==> src/rtl/filter_drain.sv <==
// filter_drain: elastic FWFT output stage behind the non-stallable filter chain.
// Define FILTER_DRAIN_DROP_CNT_EN to add the saturating io_drop_count port.
module filter_drain #(
  parameter  int DEPTH = 4,
  localparam int AW    = $clog2(DEPTH)
) (
  input  logic          clk,
  input  logic          reset,
  input  logic [15:0]   io_x_data,
  input  logic          io_x_valid,
  input  logic          io_x_parity,
  output logic [15:0]   io_y_data,
  output logic          io_y_parity,
  output logic          io_y_valid,
  input  logic          io_y_ready,
  output logic [AW:0]   io_count,
`ifdef FILTER_DRAIN_DROP_CNT_EN
  output logic [7:0]    io_drop_count,
`endif
  output logic          io_overflow
);

  logic [16:0]   mem [DEPTH];
  logic [AW-1:0] wp;
  logic [AW-1:0] rp;
  logic [AW:0]   cnt;
  logic          ovf;
  logic          full;
  logic          pop;
  logic          push;
  logic          drop;

  // A full FIFO still accepts a beat when the head leaves in the same cycle.
  assign full = (cnt == (AW+1)'(DEPTH));
  assign pop  = (cnt != '0) & io_y_ready;
  assign push = io_x_valid & (~full | pop);
  assign drop = io_x_valid & ~push;

  always_ff @(posedge clk) begin
    if (reset) begin
      for (int i = 0; i < DEPTH; i++)
        mem[i] <= '0;
      wp  <= '0;
      rp  <= '0;
      cnt <= '0;
      ovf <= 1'b0;
    end else begin
      if (push) begin
        mem[wp] <= {io_x_parity, io_x_data};
        wp      <= wp + 1'b1;
      end
      if (pop)
        rp <= rp + 1'b1;
      case ({push, pop})
        2'b10:   cnt <= cnt + 1'b1;
        2'b01:   cnt <= cnt - 1'b1;
        default: cnt <= cnt;
      endcase
      if (drop)
        ovf <= 1'b1;
    end
  end

`ifdef FILTER_DRAIN_DROP_CNT_EN
  logic [7:0] drop_cnt;

  always_ff @(posedge clk) begin
    if (reset)
      drop_cnt <= '0;
    else if (drop && drop_cnt != 8'hFF)
      drop_cnt <= drop_cnt + 8'd1;
  end

  assign io_drop_count = drop_cnt;
`endif

  assign io_y_data   = mem[rp][15:0];
  assign io_y_parity = mem[rp][16];
  assign io_y_valid  = (cnt != '0);
  assign io_count    = cnt;
  assign io_overflow = ovf;

endmodule

==> config.mk <==
export PLATFORM = sky130hd
export DESIGN_NAME = filter_drain
export DESIGN_NICKNAME = d
export VERILOG_FILES = /design/src/rtl/filter_drain.sv
export SDC_FILE = /design/constraint.sdc
export NUM_CORES = 1
export LEC_CHECK = 0
export ABC_AREA = 1
export CAP_MARGIN = 10
export CORE_UTILIZATION = 45
export CTS_CLUSTER_SIZE = 24
export DETAILED_ROUTE_END_ITERATION = 16
export GPL_ROUTABILITY_DRIVEN = 0
export PLACE_DENSITY = 0.78
export SLEW_MARGIN = 20
export SYNTH_ARGS = -nofsm -noshare
export SYNTH_HDL_FRONTEND = slang
export SYNTH_SLANG_ARGS = --single-unit
==> constraint.sdc <==
create_clock -name clk -period 3.6 [get_ports clk]
set_input_delay 0.72 -clock clk [delete_from_list [all_inputs] [get_ports clk]]
set_output_delay 0.72 -clock clk [all_outputs]
set_load 0.1 [all_outputs]
==> flow_summary_export.csv <==
group,metric,value,unit
sta,drv_slew,0,
cells_and_area,antennaDiodeCount,0,
yosys,synthTopCellsByArea,"edfxtp_1, nor2_1, o21ai_0",
die,core_area,7690,um^2
worst_setup_path,crit_buf_inv,2,
placed_design,dp_cells,474,
pwr,switchingPower,1.54,mW
yosys,synth_area_leader_cell,"edfxtp_1",
global_route,grt-ovfl-total,0,
pwr,p_clk_share,21.9,%
clock_network,cts_htree_levels,3,
sta,rsz0062_at_grt,"no",
sta,setup_viol,0,
sta,period_share,80.4,%
yosys,synth-seq-area-share,63.1,%
sta,worst_slack,0.704,ns
routing,antenna_left,0,
die,io_pins,43,
die,die_h,90.8,um
yosys,synth_top_area_share,57.5,%
yosys,syn_area_per_cell,10.5,um^2
clock_network,clock-sinks,78,
pwr,ir_drop,0.580,mV
clock_network,clkLatencyLatePin,0.36,ns
routing,vias_per_cell,5.16,
cells_and_area,mostFrequentLayoutCells,"nor2_1, edfxtp_1, o21ai_0",
pwr,swShare,46.1,%
pwr,seq_power_share,33.9,%
routing,wire_per_inst,15.5,um
yosys,synth_area,3550,um^2
die,fp.dieW,90.8,um
global_route,grt_max_degree,35,
sta,fin_crit,2.90,ns
worst_setup_path,critPathTopFamily,"buffers and inverters",
worst_setup_path,crit_chain,"inv_1, o21ai_0, o22ai_1, buf_4",
routing,dr.first_iter.drc_count,148,
routing,firstDrtPassIters,5,
cells_and_area,drive_gt1_share,17.3,%
routing,drcViolationCount,0,
yosys,syn_inst,339,
yosys,ys_types,24,
global_route,antenna_found_initial,0,
clock_network,cts_buffers,9,
cells_and_area,stdcell_count,490,
cells_and_area,fin_util,55.3,%
pwr,p_leak,1.67,nW
sta,hold_viol,0,
worst_setup_path,path_max_fanout,18,
global_route,first_global_vias,2589,
die,fp-row-count,32,
cells_and_area,final_common_cell,"nor2_1",
sta,max_slew.worst_pin.slew,0.966,ns
placed_design,placed_area,4020,um^2
clock_network,cts_resized,0,
die,initial_core_util,46.2,%
worst_setup_path,start_kind,"register",
clock_network,ctsHoldBuffers,0,
sta,setup_tns,0,ns
sta,whs,0.468,ns
cells_and_area,final_cell_area,4250,um^2
cells_and_area,nets,406,
worst_setup_path,crit_arrival,2.18,ns
routing,routed_wl,7570,um
min_path,hold_class,"register to register",
yosys,yosysWarnings,0,
sta,fin_skew,0.0140,ns
worst_setup_path,max_stage_delay,0.53,ns
routing,via_count,2527,
placed_design,port_buffers,42,
clock_network,cts.path.max_buffers,2,
flow_run,maxCapViolations,0,
sta,clock.fmax,0.345,GHz
yosys,synth_seq_cells,78,
clock_network,cts_root_buf,"clkbuf_8",
outcome,status,"completed",
pwr,p_comb_share,44.2,%
clock_network,cts_tree,"yes",
placed_design,dpl_worst_slack,0.741,ns
pwr,intPower,1.80,mW
clock_network,clkTransAtPathRegs,0.08,ns
sta,relSlewSlack,35.4,%
global_route,grt_first_pass_wirelength,12300,um
yosys,synth_nets,362,
pwr,power,3.34,mW
die,dieArea,8250,um^2
worst_setup_path,criticalPathCategory,"register to primary output",
worst_setup_path,cpMaxStageDelayCell,"dfxtp_1",
placed_design,dp_hpwl,4790,um
worst_setup_path,cp.required,2.88,ns
clock_network,post-cts-setup-buffers,0,
pwr,power.density,785,nW/um^2
worst_setup_path,end_kind,"primary output",
global_route,grt_use_total,19.7,%
cells_and_area,areaGrowthSynthToFinish,19.8,%
==> power groups by stage <==
stage	logic [mW]	registers [mW]	clock network (mW)
2_1_floorplan	1.08	1.23	0
3_3_place_gp	1.46	1.15	0
3_5_place_dp	1.48	1.15	0
4_1_cts	1.48	1.13	0.738
5_1_grt	1.55	1.14	0.772
6_report	1.47	1.13	0.731
==> final cells by class <==
class / instances / area (um^2)
Clock buffer: 14 / 195
Inverter: 49 / 184
Clock inverter: 2 / 35.0
Fill cell: 638 / 3430
Sequential cell: 78 / 2240
Timing Repair Buffer: 49 / 428
Multi-Input combinational cell: 196 / 1040
Tap cell: 102 / 128
==> cells in the mapped netlist, drive strengths merged <==
library cell	n
nand2	11
fa	1
clkbuf	9
nand3	4
nor2	95
xor2	1
nor3	17
ha	1
nand4	1
o22ai	17
a21oi	5
edfxtp	68
or2	1
o21ai	42
inv	49
dfxtp	10
buf	7
==> logic make-up (layout without fill, tap and decap cells) <==
| family | Yosys count | after routing | synth area share [%] |
|---|---|---|---|
| and+or+nand+nor | 129 | 129 | 18.5 |
| adders and majority gates | 2 | 2 | 0.916 |
| DFF | 78 | 78 | 63.1 |
| xor gates and xnor gates | 1 | 1 | 0.247 |
| AOI/OAI and AO/OA | 64 | 64 | 9.62 |
| buffers and inverters | 65 | 114 | 7.54 |
==> per-layer routing <==
metal / vias up / share of wire [%] / wire [um] / GRT usage (%)
met5: - / 0 / 0 / 0
met4: 0 / 2.4 / 185 / 9.26
met3: 19 / 5.3 / 404 / 4.12
met2: 81 / 52 / 3950 / 35.2
met1: 1206 / 40 / 3040 / 22.6
li1: 1221 / - / - / -
==> flip-flops by register name, summed over array words and instances, names as in the netlist, named ones only <==
signal,count
mem,68
io_overflow,1
io_count,3
rp,2
wp,2
==> worst paths after layout <==
path | startpoint | to | slack [ns] | depth (start not counted)
worst max register to register | wp[1]$_SDFFE_PP0P_ | mem[2][7]$_SDFFCE_PN0P_ | 1.43 | 5
worst max-delay path | register | io_y_data[0] | 0.70 | 4
worst min-delay path | io_overflow$_SDFFE_PP0P_ | io_overflow$_SDFFE_PP0P_ | 0.47 | 2
worst min register to register | io_overflow$_SDFFE_PP0P_ | io_overflow$_SDFFE_PP0P_ | 0.47 | 2
==> tightest hold or removal path, stage by stage (launching register included) <==
cell and delay [ns]:
dfxtp_1 0.32, inv_1 0.05, a21oi_1 0.06
Note: power is estimated with default switching activity, not from simulation.
